$ cat src/rtl/bcd_scan_driver_if.sv
// Upstream value handshake for bcd_scan_driver.
// valid/ready: the producer raises in_valid with in_data and holds both
// steady until a rising clk edge sees in_valid && in_ready; that edge is the
// transfer. in_ready never waits on in_valid.
interface bcd_scan_driver_if;
  logic       in_valid;
  logic [7:0] in_data;
  logic       in_ready;

  // Producer side
  modport master (
    output in_valid,
    output in_data,
    input  in_ready
  );

  // Consumer side (the scan driver)
  modport slave (
    input  in_valid,
    input  in_data,
    output in_ready
  );
endinterface

$ cat src/rtl/bcd_scan_driver.sv
// bcd_scan_driver: takes an 8-bit binary value, converts it to 3 BCD digits
// by sequential double-dabble, and time-multiplexes the digits onto bin with
// one-hot digit enables for a multiplexed 7-segment display.
// Optional feature macro: LEADING_ZERO_BLANK_EN (blank leading zero digits
// by driving bin = 4'hF; the units digit is never blanked).
module bcd_scan_driver #(
  parameter int NUM_DIGITS  = 3,    // 3..4, digit 3 always shows 0
  parameter int REFRESH_DIV = 1000  // dwell per digit in clk cycles, >= 2
) (
  input  logic                  clk,
  input  logic                  rst_n,
  bcd_scan_driver_if.slave      up,
  output logic [3:0]            bin,
  output logic [NUM_DIGITS-1:0] dig_en,
  output logic                  busy,
  output logic                  state_dbg   // 0 = IDLE, 1 = CONV
);

  localparam int IW = 2;
  localparam int PW = (REFRESH_DIV > 2) ? $clog2(REFRESH_DIV) : 1;

  typedef enum logic {
    S_IDLE = 1'b0,
    S_CONV = 1'b1
  } state_t;

  state_t state, state_next;

  // Converter datapath
  logic [7:0]  shift;
  logic [11:0] bcd;
  logic [2:0]  cnt;
  logic [11:0] bcd_adj;
  logic [11:0] bcd_sh;
  logic [7:0]  shift_sh;
  logic        accept;
  logic        last_step;

  // Display registers: hundreds, tens, units
  logic [3:0] d2, d1, d0;

  // Scanner
  logic [PW-1:0]         presc, presc_next;
  logic [IW-1:0]         idx, idx_next;
  logic                  wrap;
  logic [NUM_DIGITS-1:0] dig_en_next;
  logic [3:0]            bin_next;
  logic [3:0]            tens_shown, hund_shown, fourth_shown;

  assign accept    = up.in_valid && up.in_ready;
  assign last_step = (state == S_CONV) && (cnt == 3'd7);

  // Converter state register
  always_ff @(posedge clk or negedge rst_n) begin
    if (!rst_n) state <= S_IDLE;
    else        state <= state_next;
  end

  // Converter next-state: one accept starts eight shift steps
  always_comb begin
    state_next = state;
    case (state)
      S_IDLE: if (accept)    state_next = S_CONV;
      S_CONV: if (last_step) state_next = S_IDLE;
      default:               state_next = S_IDLE;
    endcase
  end

  // Converter outputs decoded from state
  always_comb begin
    up.in_ready = (state == S_IDLE);
    busy        = (state == S_CONV);
    state_dbg   = state;
  end

  // Double-dabble step: add 3 to every nibble >= 5, then shift {bcd,shift} left
  always_comb begin
    bcd_adj = bcd;
    for (int n = 0; n < 3; n++) begin
      if (bcd[n*4 +: 4] >= 4'd5) bcd_adj[n*4 +: 4] = bcd[n*4 +: 4] + 4'd3;
    end
    bcd_sh   = {bcd_adj[10:0], shift[7]};
    shift_sh = {shift[6:0], 1'b0};
  end

  // Converter datapath and display registers; display changes only on the last step
  always_ff @(posedge clk or negedge rst_n) begin
    if (!rst_n) begin
      shift <= '0;
      bcd   <= '0;
      cnt   <= '0;
      d2    <= '0;
      d1    <= '0;
      d0    <= '0;
    end else if (accept) begin
      shift <= up.in_data;
      bcd   <= '0;
      cnt   <= '0;
    end else if (state == S_CONV) begin
      shift <= shift_sh;
      bcd   <= bcd_sh;
      cnt   <= cnt + 3'd1;
      if (last_step) begin
        d2 <= bcd_sh[11:8];
        d1 <= bcd_sh[7:4];
        d0 <= bcd_sh[3:0];
      end
    end
  end

`ifdef LEADING_ZERO_BLANK_EN
  // Leading zeros above the highest non-zero digit go blank; units always shows
  always_comb begin
    hund_shown   = (d2 == 4'd0) ? 4'hF : d2;
    tens_shown   = ((d2 == 4'd0) && (d1 == 4'd0)) ? 4'hF : d1;
    fourth_shown = 4'hF;
  end
`else
  // Every digit shows its value, zero padding included
  always_comb begin
    hund_shown   = d2;
    tens_shown   = d1;
    fourth_shown = 4'h0;
  end
`endif

  // Scanner next values: prescaler wrap advances the digit index
  always_comb begin
    wrap       = (presc == PW'(REFRESH_DIV - 1));
    presc_next = wrap ? '0 : presc + PW'(1);
    idx_next   = idx;
    if (wrap) idx_next = (idx == IW'(NUM_DIGITS - 1)) ? '0 : idx + IW'(1);
    dig_en_next = '0;
    for (int i = 0; i < NUM_DIGITS; i++) dig_en_next[i] = (idx_next == IW'(i));
    case (idx_next)
      2'd0:    bin_next = d0;
      2'd1:    bin_next = tens_shown;
      2'd2:    bin_next = hund_shown;
      default: bin_next = fourth_shown;
    endcase
  end

  // Scanner registers: bin and dig_en always move on the same edge
  always_ff @(posedge clk or negedge rst_n) begin
    if (!rst_n) begin
      presc  <= '0;
      idx    <= '0;
      dig_en <= NUM_DIGITS'(1);
      bin    <= 4'd0;
    end else begin
      presc  <= presc_next;
      idx    <= idx_next;
      dig_en <= dig_en_next;
      bin    <= bin_next;
    end
  end

endmodule

$ cat src/flat_wrapper.sv
// flat-port wrapper written by rule: the top's interface ports become plain ports
module bcd_scan_driver_flat 
#(
  parameter int NUM_DIGITS  = 3,                                   
  parameter int REFRESH_DIV = 1000                                        
)
  (clk, rst_n, bin, dig_en, busy, state_dbg, up_in_valid, up_in_data, up_in_ready);
  bcd_scan_driver_if up_i ();
  input  logic clk;
  input  logic rst_n;
  output logic [3:0] bin;
  output logic [NUM_DIGITS-1:0] dig_en;
  output logic busy;
  output logic state_dbg;
  input wire logic [$bits(up_i.in_valid)-1:0] up_in_valid;
  input wire logic [$bits(up_i.in_data)-1:0] up_in_data;
  output wire logic [$bits(up_i.in_ready)-1:0] up_in_ready;
  assign up_i.in_valid = up_in_valid;
  assign up_i.in_data = up_in_data;
  assign up_in_ready = up_i.in_ready;
  bcd_scan_driver #(.NUM_DIGITS(NUM_DIGITS), .REFRESH_DIV(REFRESH_DIV)) u_core (.clk(clk), .rst_n(rst_n), .up(up_i), .bin(bin), .dig_en(dig_en), .busy(busy), .state_dbg(state_dbg));
endmodule
$ cat config.mk
export PLATFORM = sky130hd
export DESIGN_NAME = bcd_scan_driver_flat
export DESIGN_NICKNAME = d
export VERILOG_FILES = /design/src/rtl/bcd_scan_driver_if.sv /design/src/rtl/bcd_scan_driver.sv /design/src/flat_wrapper.sv
export SDC_FILE = /design/constraint.sdc
export NUM_CORES = 1
export LEC_CHECK = 0
export BUFFER_PORTS_ARGS = -buffer_cell sky130_fd_sc_hd__buf_2
export CAP_MARGIN = 20
export CORE_MARGIN = 2
export CORE_UTILIZATION = 53
export CTS_CLUSTER_DIAMETER = 50
export DETAILED_ROUTE_END_ITERATION = 16
export GPL_TIMING_DRIVEN = 0
export HOLD_SLACK_MARGIN = 0.12
export PLACE_DENSITY = 0.75
export SLEW_MARGIN = 20
export SYNTH_ARGS = -nofsm -noshare
export SYNTH_HDL_FRONTEND = slang
export SYNTH_SLANG_ARGS = --single-unit
$ cat constraint.sdc
create_clock -name clk -period 1.7 [get_ports clk]
set_input_delay 0.17 -clock clk [delete_from_list [all_inputs] [get_ports clk]]
set_output_delay 0.17 -clock clk [all_outputs]
set_load 0.1 [all_outputs]
=== Word-level counts from Yosys, hierarchy flattened ===
Index checks and enable logic that the tools add are counted.

* Register bits: 55
* Output and inout bits: 10
* Word-level logic and storage cells: 48

* Add/subtract/negate cells: 6
* $lt $le $gt $ge: 3
* Equality and inequality tests: 5
* Mux-type cells: 16
* Bitwise logic cells: 2
* Reductions and logical operators: 5

{| class="wikitable"
|+ Operators by type and width
! kind !! number
|-
| $mux W12 || 2
|-
| $mux W8 || 2
|-
| $ge A4 B3 Y1 const B || 3
|-
| $pmux W4 S3 || 1
|-
| $add A10 B1 Y10 const B || 1
|-
| $eq A10 B10 Y1 const B || 1
|-
| $mux W10 || 1
|-
| $mux W3 || 3
|-
| $add A4 B2 Y4 const B || 2
|-
| $mux W4 || 2
|-
| $eq A2 B2 Y1 const B || 2
|-
| $mux W2 || 2
|-
| $add A3 B1 Y3 const B || 1
|-
| $add A3 B2 Y3 const B || 1
|-
| $eq A3 B3 Y1 const B || 1
|-
| $reduce_and A3 Y1 || 1
|-
| $add A2 B1 Y2 const B || 1
|-
| $eq A2 B1 Y1 const B || 1
|-
| $logic_and A1 B1 Y1 || 2
|-
| $logic_not A2 Y1 || 1
|-
| $mux W1 || 2
|-
| $not A1 Y1 || 2
|-
| $pmux W1 S2 || 1
|-
| $reduce_bool A2 Y1 || 1
|}

=== Depth between registers and ports, before layout ===
Gate-level depths: netlist (run 1).

* Word-level depth: 5
* Depth in mapped cells: 6
* Depth with buffers taken out: 6

=== Worst setup path before layout (run 1) ===
OpenSTA, ideal clock, no wires.

* Kind: register to register
* From: register u_core.state, in the netlist u_core.busy
* To: register u_core.bcd[10]
* Arrival time: 1.999 ns
* Required time: 1.608 ns
* Path slack: -0.391 ns
* Cell stages (with the launch flop): 4
* Path buffers: 1
* Clock period less this slack: 2.091 ns
* Cells stage by stage: dfrtp_1 > clkbuf_1 > inv_1 > o21ai_0

* Word-level cells in the longest chain between the ends: 3

{| class="wikitable"
|+ Ends and longest elaborated chain
! element !! RTL line !! text
|-
| start: declaration || bcd_scan_driver.sv:27 || <nowiki>state_t state, state_next;</nowiki>
|-
| start signal: assignment || bcd_scan_driver.sv:56 || <nowiki>else state <= state_next;</nowiki>
|-
| $not A1 Y1 (*) || bcd_scan_driver.sv:71 || <nowiki>up.in_ready = (state == S_IDLE);</nowiki>
|-
| named net up_in_ready || flat_wrapper.sv:17 || <nowiki>output wire logic [$bits(up_i.in_ready)-1:0] up_in_ready;</nowiki>
|-
| $logic_and A1 B1 Y1 (*) || bcd_scan_driver.sv:50 || <nowiki>assign accept = up.in_valid && up.in_ready;</nowiki>
|-
| $mux W12 or $reduce_bool A2 Y1 (tied branches) || n/a ||
|-
| end signal: assignment || bcd_scan_driver.sv:101 || <nowiki>bcd <= bcd_sh;</nowiki>
|-
| end: declaration || bcd_scan_driver.sv:31 || <nowiki>logic [11:0] bcd;</nowiki>
|}

Mark *: on every way through the listed nets, which the timed path passes. The rest lies on a longest branch.
A chain may end at the register's enable or synchronous reset.

=== Worst setup path in the final report (run 1) ===
* From: register u_core.presc[0]
* To: register u_core.bin[1]

* Word-level cells in the longest chain between the ends: 4

{| class="wikitable"
|+ Ends and longest elaborated chain
! element !! RTL line !! text
|-
| start: declaration || bcd_scan_driver.sv:43 || <nowiki>logic [PW-1:0] presc, presc_next;</nowiki>
|-
| start signal: assignment || bcd_scan_driver.sv:151 || <nowiki>presc <= presc_next;</nowiki>
|-
| $eq A10 B10 Y1 (*) || bcd_scan_driver.sv:129 || <nowiki>wrap = (presc == PW'(REFRESH_DIV - 1));</nowiki>
|-
| $mux W2 (*) || bcd_scan_driver.sv:132 || <nowiki>if (wrap) idx_next = (idx == IW'(NUM_DIGITS - 1)) ? '0 : idx + IW'(1);</nowiki>
|-
| $eq A2 B2 Y1, or another cell as far along || bcd_scan_driver.sv:135 || <nowiki>case (idx_next)</nowiki>
|-
| $pmux W4 S3 (*) || bcd_scan_driver.sv:135 ||
|-
| named net u_core.bin_next[1] || bcd_scan_driver.sv:47 || <nowiki>logic [3:0] bin_next;</nowiki>
|-
| end signal: assignment || bcd_scan_driver.sv:154 || <nowiki>bin <= bin_next;</nowiki>
|-
| end: declaration || bcd_scan_driver.sv:13 || <nowiki>output logic [3:0] bin,</nowiki>
|}

Marks and branches as above.

==> results of run 1 <==
-- routing by layer --
| metal | vias up | global-route usage [%] | part of all wire (%) |
|---|---|---|---|
| li1 | 964 | - | - |
| met1 | 990 | 28.8 | 45 |
| met2 | 46 | 34.4 | 50 |
| met3 | 10 | 4.55 | 3.1 |
| met4 | 0 | 7.34 | 1.9 |
| met5 | - | 0 | 0 |
-- kinds of logic after synthesis --
logic type	count (synthesis)	synth area share [%]
AO/OA/AOI/OAI	58	13.7
XOR/XNOR	9	2.95
adder cells (fa/ha/maj)	9	4.21
buffers and inverters	25	4.40
flip-flops	55	51.5
multiplexers	18	7.12
AND/OR/NAND/NOR	87	16.1
-- how the worst max path moves through the flow --
| stage | start | end | slack (ns) | depth (start not counted) |
|---|---|---|---|---|
| finish | u_core.presc[0] | u_core.bin[1] | -0.06 | 5 |
| global route | u_core.presc[0] | u_core.bin[1] | -0.11 | 5 |
| CTS | u_core.presc[0] | u_core.bin[2] | -0.1 | 5 |
| detailed placement | u_core.presc[0] | u_core.bin[2] | -0.16 | 5 |
| global placement | u_core.presc[0] | u_core.bin[2] | -0.13 | 5 |
| floorplan | u_core.busy | u_core.bcd[10] | 0.009 | 3 |
-- cell usage in the layout, fill, tap and decap left out, types with 2 or more instances in the layout --
| cell | synthesis | final |
|---|---|---|
| mux2i_1 | 10 | 10 |
| clkbuf_4 | 1 | 2 |
| xor2_1 | 4 | 4 |
| buf_2 | 0 | 17 |
| nand4_1 | 2 | 2 |
| o41a_1 | 2 | 2 |
| clkbuf_1 | 10 | 8 |
| a22o_1 | 9 | 9 |
| clkbuf_2 | 0 | 2 |
| inv_1 | 9 | 8 |
| mux2_2 | 8 | 8 |
| nand2b_1 | 4 | 4 |
| and3_1 | 5 | 4 |
| dfrtp_1 | 54 | 53 |
| a221o_1 | 4 | 4 |
| a21oi_1 | 9 | 6 |
| nand2_2 | 0 | 2 |
| nor2_1 | 20 | 19 |
| o21ai_0 | 23 | 23 |
| nand3_1 | 5 | 5 |
| xnor2_1 | 5 | 5 |
| o21ai_1 | 8 | 8 |
| a21oi_2 | 0 | 3 |
| nor3_1 | 8 | 8 |
| ha_1 | 9 | 8 |
| nand2_1 | 34 | 32 |
| buf_4 | 1 | 7 |
| nor3b_1 | 3 | 3 |
| clkbuf_8 | 0 | 7 |
-- what timing repair did --
action,in CTS,in global routing
pin swaps,8,8
setup buffers,3,1
hold buffers,1,0
setup endpoints to repair,17,30
endpoints found under the hold margin,54,0
resized for setup,3,10
-- cell usage after synthesis, types with 2 or more instances --
master and n:
a21oi_1 9, a221o_1 4, a22o_1 9, and3_1 5, clkbuf_1 10, dfrtp_1 54, ha_1 9, inv_1 9
mux2_2 8, mux2i_1 10, nand2_1 34, nand2b_1 4, nand3_1 5, nand4_1 2, nor2_1 20, nor3_1 8
nor3b_1 3, o21ai_0 23, o21ai_1 8, o41a_1 2, xnor2_1 5, xor2_1 4
-- sequential cells by signal, indices dropped and copies added (netlist names), 3 cells and up --
| signal | cells |
|---|---|
| u_core.bcd | 12 |
| u_core.presc | 10 |
| u_core.shift | 8 |
| u_core.bin | 4 |
| u_core.d0 | 4 |
| u_core.d1 | 4 |
| u_core.d2 | 4 |
| u_core.cnt | 3 |
| u_core.dig_en | 3 |
-- critical path, cell delays in order (launching register included) --
cell and delay [ns]:
dfrtp_1 0.41, ha_4 0.17, nand3_4 0.09, o41a_1 0.49, a221o_1 0.34, and3_1 0.15
-- final cells by class --
type	count	area (µm²)
well taps	67	83.8
clock buffers	8	100
repair buffers	24	140
fillers	392	1750
multi-input cells	181	1220
flip-flops and latches	55	1380
plain buffers	14	73.8
inverters	10	41.3
-- power by group --
part / internal [mW] / switching (mW)
Combinational: 0.739 / 1.16
Sequential: 1.73 / 0.331
Clock: 0.373 / 0.413
-- per-stage QoR --
| step | power, mW | hold WS, ns | setup TNS [ns] |
|---|---|---|---|
| after global placement | 3.84 | 0.433 | -0.516 |
| final | 4.75 | 0.125 | -0.187 |
| after CTS | 4.71 | 0.133 | -0.359 |
| after global routing | 5.09 | 0.148 | -0.483 |
| after detailed placement | 3.92 | 0.262 | -0.801 |
| after floorplan | 3.50 | -0.126 | 0 |
==> metrics.md, run 1 <==
| Metric | Value |
|---|---|
| Status | complete, but fails checks |
| Failing checks | setup timing |
| Post-synthesis cell count | 261 |
| Final setup margin | -0.0626 ns |
| Post-Syn Area per Cell | 10.2 µm² |
| # setup viols final | 4 |
| Sink Count | 55 |
| Largest area contributor in the netlist | dfrtp_1 |
| Top post-synthesis cells by area | dfrtp_1 51%, nand2_1 4.8%, o21ai_0 4.3%, ha_1 4.2%, mux2i_1 3.7% |
| Number of synthesized flops with an enable pin | 0 |
| CTS H-tree lvls | 2 |
| Worst setup path class | reg2reg |
| Hold path startpoint | up_in_data[0] |
| Clk slew on worst S/H paths | 0.09 ns |
| Row cnt | 25 |
| Synth Warn # | 0 |
| Hold Vio Cnt, Final | 0 |
| IO Port Bufs | 19 |
| Seq cells post-synth | 55 |
| Asr flop ratio synth | 100% |
| Static leakage | 1.40 nW |
| Seq/Total Area, Yosys | 51.5% |
| Final instance area | 3040 µm² |
| Worst-path fanout max | 5 |
| First-pass GRT wire length | 9090 µm |
| Initial DRC count | 157 |
| R2R Path Start | u_core.presc[0] |
| 1st-pass router iterations | 4 |
| Syn Nets | 281 |
| Total core area | 4790 µm² |
| # DRC | 0 |
| Longest Clk Path Bufs | 2 |
| GRT Residual Overflow | 0 |
| DIE AREA | 5630 µm² |
| Reg2Reg Capture Point | u_core.bin[1] |
| Initial antenna violation count | 0 |
| Post-DR vias/cell | 5.60 |
| Share of cells above drive strength 1 | 20.5% |
| Inserted Clock Buffers | 5 |
| PD cells | 1560 nW/µm² |
| Final net count | 311 |
| Routed WL per cell | 14.9 µm |
| Clk_lat worst skew | 0.31 ns |
| Io pins | 21 |
| Final Slew Violations | 0 |
| WHS Endpoint | u_core.shift[0] |
| Post-synth top area share | 50.6% |
| RD Place Congestion | 0.884 |
| Final Core Density | 63.5% |
| Startpoint Class | flip-flop |
| Mapped Area | 2670 µm² |
| N_diodes | 0 |
| Vias in the first global route | 1937 |
| Hold path cells | 3 |
| Dpl hpwl | 3540 µm |
| CTS tree | yes |
| Place WS | -0.162 ns |
| Initial Util | 55.8% |
| Synth-to-layout area growth | 13.6% |
| Unique masters post-synth | 38 |
| Max Freq | 567 MHz |
| Min-delay worst type | in2reg |
| R2R Setup Slk | -0.06 ns |
| Clock Skews | 0.00238 ns |
| # Max-Cap Violations | 0 |
| Critical Path AT | 1.97 ns |
| R2R depth | 5 |
| Root buf cell | clkbuf_8 |
| Largest net degree at the start of global routing | 56 |
| Fin crit share | 104% |
| Width of the chip | 75.0 µm |
| RSZ-0062 raised after global routing | true |
| Die Ht | 75.0 µm |
| Layout Cells excl Fill | 359 |
| Worst Tran Pin Value | 0.707 ns |
| Antenna-violating nets left | 0 |
| Critical Path End Type | flip-flop |
| VDD IR max | 0.000915 V |
| Final WL | 5350 µm |
| Slew headroom | 52.9% |
| Critical Path RT | 1.90 ns |
| Placed cells | 347 |
| Placement Cell Area | 2870 µm² |
| GRT Overall Usage | 21.3% |
| Final Critical Period | 1.76 ns |
| Main synth FF type | dfrtp_1 |
| Total number of vias | 2010 |
(Power assumes the default switching activity.)
==> inputs of run 2 (changes only) <==
- BUFFER_PORTS_ARGS: -buffer_cell sky130_fd_sc_hd__buf_2 -> -buffer_cell sky130_fd_sc_hd__buf_4
- CORE_ASPECT_RATIO: default -> 1.2
==> run 2 against run 1 <==
The run now ends clean. Non-clock buffer count up 3. Clock power grew 13%. Final area grew 2.1%. Hold slack improved by 0.024 ns. Critical path depth unchanged. Sequential share of layout area down 0.91 points. Worst setup slack improved by 0.069 ns. Fmax rose by 4.1%. Power increased by 2.1%. Die area hardly changed. Routed wire length fell by 6.0%. Highest routed layer unchanged.
==> metrics.md, run 2 (same netlist as run 1, synthesis figures left out) <==
| Metric | Value |
|---|---|
| Routed WL per cell | 14.2 µm (-4.9%) |
| R2R Setup Slk | 0.006 ns (+0.07 ns) |
| Clk slew on worst S/H paths | 0.10 ns (about the same) |
| WHS Endpoint | u_core.shift[6] |
| Startpoint Class | flip-flop |
| CP cell instances | ha_4 -> nand3_4 -> o41a_1 -> a221o_1 -> and3_4 |
| R2R Path Start | u_core.presc[0] |
| Worst setup path class | reg2reg |
| Place WS | -0.157 ns (+0.00546 ns) |
| Total number of vias | 1964 (-2.3%) |
| Min-delay worst type | in2reg |
| RD Place Congestion | 0.840 (-5.0%) |
| Root buf cell | clkbuf_8 |
| Worst Tran Pin Value | 0.684 ns (-0.0225 ns) |
| Dpl hpwl | 3460 µm (-2.3%) |
| Antenna-violating nets left | 0 (unchanged) |
| Static leakage | 1.43 nW (+2.1%) |
| Multi-input logic area | 1200 µm² (-1.0%) |
| Slowest stage delay, CP | 0.41 ns (-0.08 ns) |
| Final net count | 314 (+0.96%) |
| # Max-Cap Violations | 0 (unchanged) |
| Largest regs | u_core.bcd x12, u_core.presc x10, u_core.shift x8 |
| # setup viols final | 0 (-4) |
| RSZ-0062 raised after global routing | true |
| Critical Path AT | 1.90 ns (-0.07 ns) |
| Hold Vio Cnt, Final | 0 (unchanged) |
| Max reg flops | 12 (unchanged) |
| Total core area | 4900 µm² (+2.5%) |
| # DRC | 0 (unchanged) |
| Slew headroom | 54.4% (+1.5 points) |
| GRT Residual Overflow | 0 (unchanged) |
| Width of the chip | 68.8 µm (-8.2%) |
| Row cnt | 28 (+12%) |
| IO Port Bufs | 19 (unchanged) |
| 1st-pass router iterations | 4 (unchanged) |
| Share of cells above drive strength 1 | 20.3% (-0.21 points) |
| Reg2Reg Capture Point | u_core.bin[0] |
| Hold path cells | 3 (unchanged) |
| Clock Skews | 0.00510 ns (+0.00272 ns) |
| Initial Util | 54.5% (-1.4 points) |
| Final WL | 5030 µm (-6.0%) |
| Fin crit share | 99.6% (-4.0 points) |
| Longest Clk Path Bufs | 2 (unchanged) |
| N_diodes | 0 (unchanged) |
| CTS tree | yes |
| Worst-path fanout max | 5 (unchanged) |
| First-pass GRT wire length | 8690 µm (-4.5%) |
| Initial DRC count | 93 (-41%) |
| Final setup margin | 0.00618 ns (+0.0688 ns) |
| GRT Overall Usage | 20.9% (-0.45 points) |
| Fillcell total | 415 (+5.9%) |
| Register area | 1380 µm² (about the same) |
| Commonest cells after routing, fill and taps aside | 52 x dfrtp_1, 33 x nand2_1, 26 x buf_4, 23 x o21ai_0, 19 x nor2_1 |
| Status | finished, final reports clean |
| CTS H-tree lvls | 2 (unchanged) |
| Io pins | 21 (unchanged) |
| Post-route setup TNS | 0 ns (+0.187 ns) |
| Initial antenna violation count | 0 (unchanged) |
| Final Critical Period | 1.69 ns (-0.0688 ns) |
| Critical Path RT | 1.91 ns (about the same) |
| Inserted Clock Buffers | 5 (unchanged) |
| Sink Count | 55 (unchanged) |
| Critical Path End Type | flip-flop |
| R2R depth | 5 (unchanged) |
| Final Core Density | 63.2% (-0.21 points) |
| Max Freq | 590 MHz (+4.1%) |
| Final Slew Violations | 0 (unchanged) |
| Hold path startpoint | up_in_data[6] |
| Largest net degree at the start of global routing | 56 (unchanged) |
| PD cells | 1560 nW/µm² (about the same) |
| Vias in the first global route | 1839 (-5.1%) |
| VDD IR max | 0.00114 V (+25%) |
| Critical Path Slowest Stage Cell | dfrtp_1 |
| Tot Pwr | 4.85 mW (+2.1%) |
| Clk_lat worst skew | 0.31 ns (about the same) |
| Synth-to-layout area growth | 16.1% |
| Commonest non-fill, non-tap cell in the layout | dfrtp_1 |
| Post-DR vias/cell | 5.53 (-1.2%) |
| Register bank with the most flops | u_core.bcd |
| Crit path from | u_core.presc[0] |
| DIE AREA | 5630 µm² (about the same) |
| Die Ht | 81.8 µm (+9.0%) |
[run 2: changes by cell type in the layout (fill, tap and decap cells not counted), sizes merged]
cell / change
dlygate4sd3: +1
bufinv: +1
clkinv: +1
clkbuf: -2
buf: +2
[run 2: final cells by class]
class / count / area share (%)
multi-input cells: 181 / 38.8
repair buffers: 27 / 6.70
clock inverters: 2 / 1.13
inverters: 10 / 1.33
flip-flops and latches: 55 / 44.6
clock buffers: 6 / 2.66
well taps: 60 / 2.42
plain buffers: 14 / 2.38
[run 2: repair_timing]
action                     4_1_cts  5_1_grt
pin swaps                        4        4
buffers inserted                 5        1
resized for setup                3        5
hold endpoints to repair        55        0
hold buffers                     2        0
setup endpoints to repair       14       16
[run 2: layer usage]
metal	GRT usage, %	up-vias	wire length (µm)
met5	0	-	0
met4	9.61	0	123
met3	4.38	10	142
met2	34.0	30	2590
met1	26.4	951	2180
li1	-	973	-
[run 2: critical path: cells and delay by family (launching register included)]
kind	cells	cell delay (ns)
AOI/OAI and AO/OA	2	0.74
DFF	1	0.41
and+or+nand+nor	2	0.27
adders and majority gates	1	0.16
[run 2: worst max-delay path by stage]
stage / depth (start not counted) / to / slack (ns)
6_report: 5 / u_core.bin[0] / 0.006
5_1_grt: 5 / u_core.bin[2] / -0.06
3_3_place_gp: 5 / u_core.bin[0] / -0.12
2_1_floorplan: 3 / u_core.bcd[10] / 0.009
3_5_place_dp: 5 / u_core.bin[0] / -0.16
4_1_cts: 5 / u_core.bin[0] / -0.002
[run 2: through the flow]
stage | cells | hold slack, ns | area [µm²]
6_report | 355 | 0.149 | 3100
4_1_cts | 354 | 0.138 | 3080
3_3_place_gp | 340 | 0.257 | 2900
2_1_floorplan | 261 | -0.126 | 2690
5_1_grt | 355 | 0.155 | 3100
3_5_place_dp | 340 | 0.263 | 2900
[run 2: report_power, final]
group	switching (mW)	internal, mW
registers	0.330	1.73
logic	1.13	0.764
clock network	0.414	0.477
==> inputs of run 3 (changes only) <==
- CORE_ASPECT_RATIO: 1.2 -> 0.5
==> run 3 against run 2 <==
Worst setup slack gained 0.0065 ns. Combinational power grew 2%. Final area grew 0.36%. Final cell count grew 3.7%. Flip-flop and latch count is the same. Critical path depth is the same. Power shrank 3.2%. Register-to-register slack is essentially flat. First-iteration DRC count shrank 58%. Sequential share of layout area shrank 0.16 points. Clock skew shrank 0.00073 ns. Non-clock buffer count grew 3. Critical endpoint is now u_core.bin[1]. Largest cell class unchanged.
==> metrics.md, run 3 (same netlist as run 1, synthesis figures left out) <==
| Metric | Value |
|---|---|
| Min-delay worst type | in2reg |
| Clk_lat worst skew | 0.30 ns (about the same) |
| Final WL | 5210 µm (+3.5%) |
| Delay-heaviest family, CP | compound AO/OA/AOI/OAI gates |
| CTS tree | yes |
| Row cnt | 18 (-36%) |
| Initial antenna violation count | 0 (unchanged) |
| Slowest stage delay, CP | 0.41 ns (about the same) |
| Share of cells above drive strength 1 | 21.8% (+1.5 points) |
| RD Place Congestion | 0.790 (-6.0%) |
| Routed WL per cell | 14.1 µm (-0.18%) |
| CTS H-tree lvls | 2 (unchanged) |
| GRT Overall Usage | 19.3% (-1.6 points) |
| Critical Path AT | 1.89 ns (about the same) |
| Status | finished, final reports clean |
| WP buf/inv | 0 (unchanged) |
| Slew headroom | 54.6% (+0.25 points) |
| Critical Path RT | 1.90 ns (about the same) |
| Register bank with the most flops | u_core.bcd |
| Io pins | 21 (unchanged) |
| Crit path from | u_core.presc[1] |
| Static leakage | 1.42 nW (-0.20%) |
| Vias in the first global route | 1840 (+0.054%) |
| Worst-path fanout max | 5 (unchanged) |
| Total core area | 4890 µm² (-0.36%) |
| Initial DRC count | 39 (-58%) |
| Final hold slack | 0.121 ns (-0.0280 ns) |
| Final net count | 317 (+0.96%) |
| N_diodes | 0 (unchanged) |
| PD cells | 1510 nW/µm² (-3.5%) |
| Clk slew on worst S/H paths | 0.09 ns (about the same) |
| Sink Count | 55 (unchanged) |
| DIE AREA | 5660 µm² (+0.56%) |
| Worst Tran Pin Value | 0.680 ns (-0.00370 ns) |
| Clock Skews | 0.00437 ns (-0.000728 ns) |
| Critical Path Slowest Stage Cell | o41a_1 |
| Longest Clk Path Bufs | 2 (unchanged) |
| 1st-pass router iterations | 4 (unchanged) |
| Fin crit share | 99.3% (-0.38 points) |
| Hold Vio Cnt, Final | 0 (unchanged) |
| # setup viols final | 0 (unchanged) |
| Inserted Clock Buffers | 5 (unchanged) |
| Dpl hpwl | 3470 µm (+0.24%) |
| Final Slew Violations | 0 (unchanged) |
| Initial Util | 54.7% (+0.20 points) |
| Root buf cell | clkbuf_8 |
| Startpoint Class | flip-flop |
| Tot Pwr | 4.69 mW (-3.2%) |
| Max reg flops | 12 (unchanged) |
| Commonest cells after routing, fill and taps aside | 52 x dfrtp_1, 33 x nand2_1, 29 x buf_4, 23 x o21ai_0, 19 x nor2_1 |
| Worst setup path class | reg2reg |
| Largest regs | u_core.bcd x12, u_core.presc x10, u_core.shift x8 |
| VDD IR max | 0.000737 V (-36%) |
| GRT Residual Overflow | 0 (unchanged) |
| Synth-to-layout area growth | 16.5% |
| CP cell instances | ha_4 -> nand3_4 -> o41a_1 -> a221o_1 -> and3_4 |
| IO Port Bufs | 19 (unchanged) |
| Die Ht | 54.2 µm (-34%) |
| Hold path startpoint | up_in_data[0] |
| RSZ-0062 raised after global routing | true |
| # DRC | 0 (unchanged) |
| Total number of vias | 2025 (+3.1%) |
| R2R Path Start | u_core.presc[1] |
| Largest net degree at the start of global routing | 56 (unchanged) |
| Antenna-violating nets left | 0 (unchanged) |
| Max Freq | 593 MHz (+0.38%) |
| Width of the chip | 104 µm (+52%) |
| Post-DR vias/cell | 5.50 (-0.54%) |
| First-pass GRT wire length | 8560 µm (-1.4%) |
| Critical Path End Type | flip-flop |
| Final Critical Period | 1.69 ns (-0.00649 ns) |
| # Max-Cap Violations | 0 (unchanged) |
| Commonest non-fill, non-tap cell in the layout | dfrtp_1 |
[run 3: path summary, 6_finish.rpt]
| check | end | slack, ns | depth (start not counted) |
|---|---|---|---|
| worst min register to register | u_core.cnt[0] | 0.49 | 1 |
| worst min-delay path | u_core.shift[0] | 0.12 | 3 |
| max in group asynchronous | u_core.busy | 0.70 | 2 |
| worst max register to register | u_core.bin[1] | 0.01 | 5 |
| min in group asynchronous | u_core.shift[2] | 0.48 | 2 |
| worst max-delay path | u_core.bin[1] | 0.01 | 5 |
[run 3: metal layers]
metal	vias to the layer above	part of all wire [%]	global-route usage, %
met3	9	4.1	4.05
met4	0	1.4	5.41
met1	986	47	25.0
met2	50	48	34.2
li1	980	-	-
met5	-	0	0
[run 3: metrics by stage]
| stage | utilization [%] | instance area [µm²] | cells | setup TNS [ns] | setup WS [ns] |
|---|---|---|---|---|---|
| floorplan | - | 2690 | 261 | 0 | 0.00924 |
| global placement | 59.7 | 2920 | 350 | -0.438 | -0.114 |
| detailed placement | 59.7 | 2920 | 350 | -0.911 | -0.147 |
| CTS | 62.1 | 3040 | 362 | -0.0222 | -0.0222 |
| global route | 63.7 | 3110 | 368 | -0.108 | -0.0423 |
| finish | 63.7 | 3110 | 368 | 0 | 0.0127 |
[run 3: final cells by class]
type,count,area [µm²]
Sequential cell,55,1380
Fill cell,402,1770
Clock inverter,1,5.00
Inverter,10,41.3
Clock buffer,7,76.3
Multi-Input combinational cell,181,1210
Buffer,14,73.8
Tap cell,70,87.6
Timing Repair Buffer,30,231
[run 3: power breakdown]
| part | internal, mW | leakage, nW | switching [mW] |
|---|---|---|---|
| Sequential | 1.73 | 0.696 | 0.329 |
| Combinational | 0.780 | 0.687 | 1.16 |
| Clock | 0.290 | 0.0422 | 0.401 |
| Total | 2.80 | 1.42 | 1.89 |
[run 3: worst min-delay path, stage by stage]
cell and delay (ns):
buf_4 0.07, mux2i_1 0.06, nor2_1 0.08
[run 3: timing repair]
action	in CTS	in global routing
gates resized for setup	2	11
hold buffers	1	0
setup endpoints to repair	14	25
buffers inserted	4	6
pin swaps	3	5
hold endpoints to repair	54	0
